$ cat src/rtl/fwd_hazard_unit_pkg.sv
// Shared types and helpers for the parametrised forwarding / hazard unit.
package fwd_hazard_unit_pkg;

  localparam int unsigned FWD_REGFILE = 0;
  // Slots store register numbers at this fixed width; AW must not exceed it.
  localparam int unsigned MAX_AW = 8;

  typedef struct packed {
    logic              v;
    logic [MAX_AW-1:0] wn;
    logic              regw;
    logic              load;
  } slot_t;

  // A producer sitting at next-cycle position q can supply its result from there.
  function automatic logic fwd_ready(input logic is_load, input int unsigned q,
                                     input int unsigned load_lat);
    return !is_load || (q + 1 >= load_lat);
  endfunction

endpackage

$ cat src/rtl/fwd_port_match.sv
// Youngest-writer search and readiness check for a single source read port.
module fwd_port_match
  import fwd_hazard_unit_pkg::*;
#(
  parameter int unsigned AW       = 5,
  parameter int unsigned DEPTH    = 2,
  parameter int unsigned LOAD_LAT = 2,
  parameter int unsigned SW       = 2
) (
  input  logic [AW-1:0] rs_i,
  input  logic          used_i,
  input  slot_t [DEPTH:0] cand_i,
  output logic          hit_o,
  output logic [SW-1:0] q_o,
  output logic          hazard_o
);

  logic found;
  logic ready;

  // Oldest first so the youngest match is the last one written.
  always_comb begin
    found = 1'b0;
    q_o   = '0;
    ready = 1'b1;
    for (int i = DEPTH; i >= 0; i--) begin
      if (used_i && (rs_i != '0) && cand_i[i].v && cand_i[i].regw &&
          (cand_i[i].wn == MAX_AW'(rs_i))) begin
        found = 1'b1;
        q_o   = SW'(i);
        ready = fwd_ready(cand_i[i].load, unsigned'(i), LOAD_LAT);
      end
    end
  end

  // Position DEPTH has reached the regfile: no forward, no hazard.
  assign hit_o    = found && (q_o != SW'(DEPTH));
  assign hazard_o = hit_o && !ready;

endmodule

$ cat src/rtl/fwd_hazard_unit.sv
// Tracks in-flight writers, produces registered per-port forwarding selects and the ID stall.
module fwd_hazard_unit
  import fwd_hazard_unit_pkg::*;
#(
  parameter int unsigned AW       = 5,
  parameter int unsigned NRP      = 2,
  parameter int unsigned DEPTH    = 2,
  parameter int unsigned LOAD_LAT = 2,
  parameter int unsigned SW       = 2,
  parameter int unsigned CW       = 16
) (
  input  logic              clk,
  input  logic              rst,
  input  logic              id_valid,
  input  logic [NRP*AW-1:0] id_rs,
  input  logic [NRP-1:0]    id_rs_used,
  input  logic [AW-1:0]     id_wn,
  input  logic              id_regw,
  input  logic              id_is_load,
  input  logic              flush,
  output logic              stall,
  output logic [NRP*SW-1:0] fwd_sel,
  output logic [AW-1:0]     ex_wn,
  output logic [CW-1:0]     stall_cnt
);

  slot_t             ex_q, ex_d;
  slot_t [DEPTH-1:0] ent_q;
  slot_t [DEPTH:0]   cand;
  logic [NRP-1:0]    hit, hazard;
  logic [SW-1:0]     q [NRP];
  logic [NRP*SW-1:0] sel_d, sel_q;
  logic [CW-1:0]     cnt_d, cnt_q;
  logic              issue;

  // Candidates indexed by where each writer will sit next cycle.
  always_comb begin
    cand    = '0;
    cand[0] = ex_q;
    for (int k = 1; k <= DEPTH; k++) cand[k] = ent_q[k-1];
  end

  for (genvar p = 0; p < NRP; p++) begin : g_port
    fwd_port_match #(
      .AW       (AW),
      .DEPTH    (DEPTH),
      .LOAD_LAT (LOAD_LAT),
      .SW       (SW)
    ) u_match (
      .rs_i     (id_rs[p*AW +: AW]),
      .used_i   (id_rs_used[p]),
      .cand_i   (cand),
      .hit_o    (hit[p]),
      .q_o      (q[p]),
      .hazard_o (hazard[p])
    );
  end

  assign stall = id_valid && !flush && (|hazard);
  assign issue = id_valid && !stall && !flush;

  always_comb begin
    ex_d = '0;
    if (issue) begin
      ex_d.v    = 1'b1;
      ex_d.wn   = MAX_AW'(id_wn);
      ex_d.regw = id_regw;
      ex_d.load = id_is_load;
    end
  end

  always_comb begin
    sel_d = {NRP{SW'(FWD_REGFILE)}};
    for (int p = 0; p < NRP; p++) begin
      if (issue && hit[p] && !hazard[p]) sel_d[p*SW +: SW] = q[p] + SW'(1);
    end
  end

  assign cnt_d = (stall && (cnt_q != '1)) ? cnt_q + CW'(1) : cnt_q;

  always_ff @(posedge clk) begin
    if (!rst) begin
      ex_q  <= '0;
      ent_q <= '0;
      sel_q <= '0;
      cnt_q <= '0;
    end else begin
      ex_q     <= ex_d;
      ent_q[0] <= ex_q;
      for (int k = 1; k < DEPTH; k++) ent_q[k] <= ent_q[k-1];
      sel_q    <= sel_d;
      cnt_q    <= cnt_d;
    end
  end

  assign fwd_sel   = sel_q;
  assign ex_wn     = ex_q.wn[AW-1:0];
  assign stall_cnt = cnt_q;

endmodule

$ cat config.mk
export PLATFORM = sky130hd
export DESIGN_NAME = fwd_hazard_unit
export DESIGN_NICKNAME = d
export VERILOG_FILES = /design/src/rtl/fwd_hazard_unit_pkg.sv /design/src/rtl/fwd_port_match.sv /design/src/rtl/fwd_hazard_unit.sv
export SDC_FILE = /design/constraint.sdc
export NUM_CORES = 1
export LEC_CHECK = 0
export ABC_AREA = 1
export BUFFER_PORTS_ARGS = -buffer_cell sky130_fd_sc_hd__buf_2
export CAP_MARGIN = 20
export CORE_UTILIZATION = 25
export CTS_BUF_LIST = sky130_fd_sc_hd__clkbuf_4
export DETAILED_ROUTE_END_ITERATION = 7
export PLACE_DENSITY = 0.48
export REMOVE_ABC_BUFFERS = 1
export SLEW_MARGIN = 0
export SYNTH_ARGS = -nofsm -noshare
export SYNTH_HDL_FRONTEND = slang
export SYNTH_HIERARCHICAL = 1
export SYNTH_SLANG_ARGS = --single-unit
$ cat constraint.sdc
create_clock -name clk -period 2.1 [get_ports clk]
set_input_delay 0.21 -clock clk [delete_from_list [all_inputs] [get_ports clk]]
set_output_delay 0.21 -clock clk [all_outputs]
set_load 0.1 [all_outputs]
==> impl_metrics.env, run 1 <==
export IMPL_status="completed"
export IMPL_rr_endpoint="stall_cnt[10]$_SDFFE_PN0P_"
export IMPL_core_area_um2=9730
export IMPL_clk_pin_slew_ns=0.13
export IMPL_vias_per_cell=4.06
export IMPL_period_share_pct=93.2
export IMPL_crit_path_cell_trace="inv_1 -> nand2_1 -> nand2_1 -> inv_1 -> nand2_1 -> nor2_2 -> nand3_2 -> nor2_2 -> nor2_2 -> nor2_4 -> buf_12"
export IMPL_cpMaxStageDelayCell="dfxtp_4"
export IMPL_min_from="id_wn[2]"
export IMPL_ir_drop_mv=0.184
export IMPL_io_pins=49
export IMPL_r2r_slack_ns=0.24
export IMPL_die_width_um=102
export IMPL_hpwl_um=5010
export IMPL_portBuffers=48
export IMPL_cts_sinks=42
export IMPL_drt_iter0_drc=83
export IMPL_setup_tns_ns=0
export IMPL_syn_avg_cell_area_um2=6.10
export IMPL_die_area_um2=10400
export IMPL_die_y_um=102
export IMPL_r2r_start="ex_wn[3]$_SDFF_PN0_"
export IMPL_highest_layer="met4"
export IMPL_drc_errors=0
export IMPL_routed_wl_um=6260
export IMPL_cts_tree="yes"
export IMPL_ant_nets=0
export IMPL_critPathMaxStageDelay_ns=0.41
export IMPL_grt_pass1_wl_um=10600
export IMPL_grt_max_degree=18
export IMPL_reg2reg_depth=16
export IMPL_drive_above_1_share_pct=21.5
export IMPL_utilization_pct=30.9
export IMPL_syn_inst=409
export IMPL_diodes=0
export IMPL_grt_usage_pct=13.2
export IMPL_finalClockSkew_ns=0.0136
export IMPL_seqPwrFrac_pct=58.9
export IMPL_layout_area_overhead_vs_synth_pct=20.7
export IMPL_rsz0062_at_grt="yes"
export IMPL_m1WireLength_um=2920
export IMPL_root_buffer="clkbuf_4"
export IMPL_netSwitchingPower_uw=373
export IMPL_cp_end_kind="primary output"
export IMPL_min_path_cells=3
export IMPL_cts_hold_buf=0
export IMPL_syn_area_um2=2490
export IMPL_clock_latency_ns=0.35
export IMPL_swShare_pct=27.1
export IMPL_fin_nets=498
export IMPL_pwr_share_comb_pct=11.0
export IMPL_dpl_instance_area_um2=2920
export IMPL_post_route_min_period_ns=1.96
export IMPL_yosys_warnings=6
export IMPL_hold_class="input port to flop"
export IMPL_p_leak_nw=1.48
export IMPL_p_clk_share_pct=30.0
export IMPL_p_int_mw=1.00
export IMPL_gr_total_overflow=0
export IMPL_via_count=2466
export IMPL_arrival_ns=1.75
export IMPL_setup_viol=0
export IMPL_wl_per_cell_um=10.3
export IMPL_design_area_um2=3010
export IMPL_gp_congestion=0.830
export IMPL_crit_buf_inv=3
export IMPL_start_util_pct=25.6
export IMPL_clock_path_buffers=2
export IMPL_grt_pass1_vias=2317
export IMPL_antenna_found_initial=0
export IMPL_crit_path_max_fanout=6
export IMPL_wl_met2_um=2930
export IMPL_rows=36
export IMPL_finalHoldViolCount=0
export IMPL_final_max_slew_viol_count=0
export IMPL_drv_cap=0
export IMPL_worstPathRequired_ns=1.89
export IMPL_wl_met3_um=361
export IMPL_min_to="ex_wn[2]$_SDFF_PN0_"
export IMPL_power_density_nw_per_um2=458
export IMPL_worst_setup_path_start_kind="flop"
export IMPL_cts_buffers=5
export IMPL_crit_type="flop to primary output"
export IMPL_htreeDepth=2
export IMPL_crit_family="simple AND/OR/NAND/NOR gates"
export IMPL_max_freq_ghz=0.511
export IMPL_path_depth=11
export IMPL_dr_pass1_iters=6
## sequential cells by signal, indices dropped and copies added, names as in the netlist
signal	count
cand	17
stall_cnt	16
ex_wn	5
fwd_sel	4
## through the flow
| step | total power, mW | hold slack [ns] | instances | worst slack (ns) |
|---|---|---|---|---|
| final | 1.38 | 0.0409 | 607 | 0.142 |
| after global routing | 1.46 | 0.0343 | 607 | -0.0352 |
| after CTS | 1.40 | 0.0336 | 606 | 0.0315 |
| after detailed placement | 0.985 | 0.431 | 599 | 0.0781 |
| after global placement | 0.985 | 0.431 | 599 | 0.0936 |
| after floorplan | 0.923 | 0.303 | 416 | -0.834 |
## final cells by class
class                           instances  area, µm²
Clock buffer                            7       52.6
Fill cell                            1108       6720
Inverter                               85        319
Multi-Input combinational cell        289       1340
Sequential cell                        42        860
Tap cell                              133        166
Timing Repair Buffer                   51        278
## worst max path at each step
stage	startpoint	endpoint
2_1_floorplan	ex_wn[0]$_SDFF_PN0_	stall_cnt[15]$_SDFFE_PN0P_
3_3_place_gp	ex_wn[3]$_SDFF_PN0_	stall_cnt[15]$_SDFFE_PN0P_
3_5_place_dp	ex_wn[3]$_SDFF_PN0_	stall_cnt[15]$_SDFFE_PN0P_
4_1_cts	ex_wn[3]$_SDFF_PN0_	stall
5_1_grt	ex_wn[4]$_SDFF_PN0_	stall
6_report	ex_wn[3]$_SDFF_PN0_	stall
## tightest hold or removal path, delay by kind of cell
family                 cells  cell delay, ns
buffers and inverters      2            0.13
and+or+nand+nor            1            0.03
## routing by layer
layer | GRT usage (%) | vias up
met5 | 0 | -
met1 | 15.8 | 1075
li1 | - | 1334
met3 | 2.94 | 5
met4 | 3.63 | 0
met2 | 23.7 | 52
## timing repair
action	CTS	global route
setup buffers	0	1
gates resized for setup	4	12
setup endpoints to repair	1	13
pin swaps	0	1
## placed cells by master (no fill, tap or decap), drive strengths merged
master / count
nand3b: 1
nor3: 11
dfxtp: 42
ha: 1
clkbuf: 7
nand3: 28
xnor2: 2
o21ai: 7
nor2b: 1
xor2: 6
conb: 18
nor2: 72
buf: 51
inv: 84
a21oi: 16
clkinv: 1
nand2: 121
o211ai: 1
nand4: 4
## power groups by stage
stage	Sequential (mW)	Clock, mW	Combinational, mW
2_1_floorplan	0.848	0	0.0748
3_3_place_gp	0.833	0	0.152
3_5_place_dp	0.833	0	0.152
4_1_cts	0.816	0.436	0.153
5_1_grt	0.815	0.467	0.173
6_report	0.812	0.414	0.152
(Power assumes the default switching activity.)
==> run 2: changes to the inputs <==
Settings changed: RECOVER_POWER set to 25, TNS_END_PERCENT set to 30.
==> run 2 against run 1 <==
  * Worst setup slack lost 0.0050 ns
  * Critical path depth decreased by 2
  * Highest routed layer unchanged
  * Largest power group unchanged
  * Via count unchanged
  * Non-clock buffer count is the same
  * Sequential cell count unchanged
==> impl_metrics.env, run 2 (synthesis results as in run 1) <==
export IMPL_crit_path_max_fanout=6
export IMPL_die_width_um=102
export IMPL_die_area_um2=10400
export IMPL_arrival_ns=1.75
export IMPL_layout_area_overhead_vs_synth_pct=20.4
export IMPL_status="completed"
export IMPL_gr_total_overflow=0
export IMPL_final_cell_mix="117 x nand2_1, 76 x inv_1, 55 x nor2_1"
export IMPL_holdWs_ns=0.0408
export IMPL_final_common_cell="nand2_1"
export IMPL_period_share_pct=93.5
export IMPL_grt_pass1_vias=2317
export IMPL_die_y_um=102
export IMPL_crit_path_cell_trace="nand2_1 -> a21oi_2 -> nand2_1 -> nor2_2 -> nand3_2 -> nor2_2 -> nor2_2 -> nor2_4 -> buf_12"
export IMPL_start_util_pct=25.6
export IMPL_cts_hold_buf=0
export IMPL_routed_wl_um=6260
export IMPL_post_route_min_period_ns=1.96
export IMPL_vias_per_cell=4.06
export IMPL_worstPathRequired_ns=1.89
export IMPL_cts_tree="yes"
export IMPL_antenna_found_initial=0
export IMPL_drv_cap=0
export IMPL_core_area_um2=9730
export IMPL_power_density_nw_per_um2=458
export IMPL_via_count=2466
export IMPL_root_buffer="clkbuf_4"
export IMPL_gp_congestion=0.830
export IMPL_drt_iter0_drc=81
export IMPL_rows=36
export IMPL_crit_family="simple AND/OR/NAND/NOR gates"
export IMPL_crit_buf_inv=1
export IMPL_p_leak_nw=1.46
export IMPL_final_max_slew_viol_count=0
export IMPL_clock_path_buffers=2
export IMPL_ir_drop_mv=0.185
export IMPL_hpwl_um=5010
export IMPL_hold_class="input port to flop"
export IMPL_cp_end_kind="primary output"
export IMPL_grt_pass1_wl_um=10600
export IMPL_dr_pass1_iters=6
export IMPL_clock_latency_ns=0.35
export IMPL_slew_headroom_pct=22.8
export IMPL_worst_setup_path_start_kind="flop"
export IMPL_p_total_mw=1.38
export IMPL_worst_pin_slew_ns=1.16
export IMPL_cts_buffers=5
export IMPL_fin_nets=498
export IMPL_crit_top_cell="nor2_2"
export IMPL_drc_errors=0
export IMPL_crit_type="flop to primary output"
export IMPL_largest_reg_flops=17
export IMPL_setup_viol=0
export IMPL_portBuffers=48
export IMPL_finalClockSkew_ns=0.0135
export IMPL_io_pins=49
export IMPL_max_freq_ghz=0.510
export IMPL_cpMaxStageDelayCell="dfxtp_1"
export IMPL_critPathMaxStageDelay_ns=0.37
export IMPL_fillers=1108
export IMPL_wl_per_cell_um=10.3
export IMPL_clk_pin_slew_ns=0.13
export IMPL_grt_usage_pct=13.2
export IMPL_utilization_pct=30.9
export IMPL_rsz0062_at_grt="yes"
export IMPL_drive_above_1_share_pct=20.5
export IMPL_htreeDepth=2
export IMPL_cts_sinks=42
export IMPL_grt_max_degree=18
export IMPL_final_cell_count_no_fill=607
export IMPL_finalHoldViolCount=0
export IMPL_dp_cells=599
export IMPL_diodes=0
export IMPL_ant_nets=0
## run 2: changes by cell type in the layout (fill, tap and decap cells not counted)
| cell | previous run | this run |
|---|---|---|
| buf_4 | 3 | 2 |
| dfxtp_2 | 3 | 2 |
| dfxtp_1 | 35 | 36 |
| buf_2 | 47 | 44 |
| clkbuf_1 | 0 | 4 |
## run 2: worst paths after layout
path / slack (ns) / endpoint / from / depth (start not counted)
worst min-delay path: 0.04 / ex_wn[2]$_SDFF_PN0_ / id_wn[2] / 3
worst max-delay path: 0.14 / stall / cand[10]$_SDFF_PN0_ / 9
worst min register to register: 0.46 / cand[23]$_SDFF_PN0_ / cand[12]$_SDFF_PN0_ / 2
worst max register to register: 0.24 / stall_cnt[10]$_SDFFE_PN0P_ / cand[10]$_SDFF_PN0_ / 14
## run 2: tightest hold or removal path, cell delays in order
cell	delay (ns)
buf_2	0.09
inv_1	0.04
nor2_1	0.03
## run 2: report_power, final
part | leakage [nW] | switching, mW | internal, mW | total [mW]
Sequential | 0.343 | 0.0103 | 0.801 | 0.812
Clock | 0.0322 | 0.261 | 0.153 | 0.414
Combinational | 1.09 | 0.102 | 0.0489 | 0.151
Total | 1.46 | 0.373 | 1.00 | 1.38
## run 2: routing by layer
| layer | share of wire, % | GRT usage (%) | up-vias |
|---|---|---|---|
| met5 | 0 | 0 | - |
| met1 | 47 | 15.8 | 1075 |
| li1 | - | - | 1334 |
| met4 | 0.78 | 3.63 | 0 |
| met2 | 47 | 23.7 | 52 |
| met3 | 5.8 | 2.94 | 5 |
## run 2: final cells by class
type                       count  area [µm²]  share of cell area [%]
timing repair buffer          51         270                    9.00
clock buffer                   7        52.6                    1.75
tap                          133         166                    5.54
sequential                    42         858                    28.6
multi-input combinational    289        1340                    44.5
inverter                      85         319                    10.6
## run 2: stage by stage
| stage | worst slack (ns) | TNS, ns | instance area (µm²) |
|---|---|---|---|
| 3_5_place_dp | 0.0781 | 0 | 2920 |
| 3_3_place_gp | 0.0936 | 0 | 2920 |
| 6_report | 0.137 | 0 | 3000 |
| 2_1_floorplan | -0.834 | -13.51 | 2480 |
| 4_1_cts | 0.0315 | 0 | 2980 |
| 5_1_grt | -0.0352 | -0.0407 | 3000 |
## run 2: what timing repair did
item | CTS | global route
setup endpoints to repair | 1 | 13
gates resized for setup | 4 | 12
setup buffers | 0 | 1
cloned | 0 | 0
pin swaps | 0 | 1
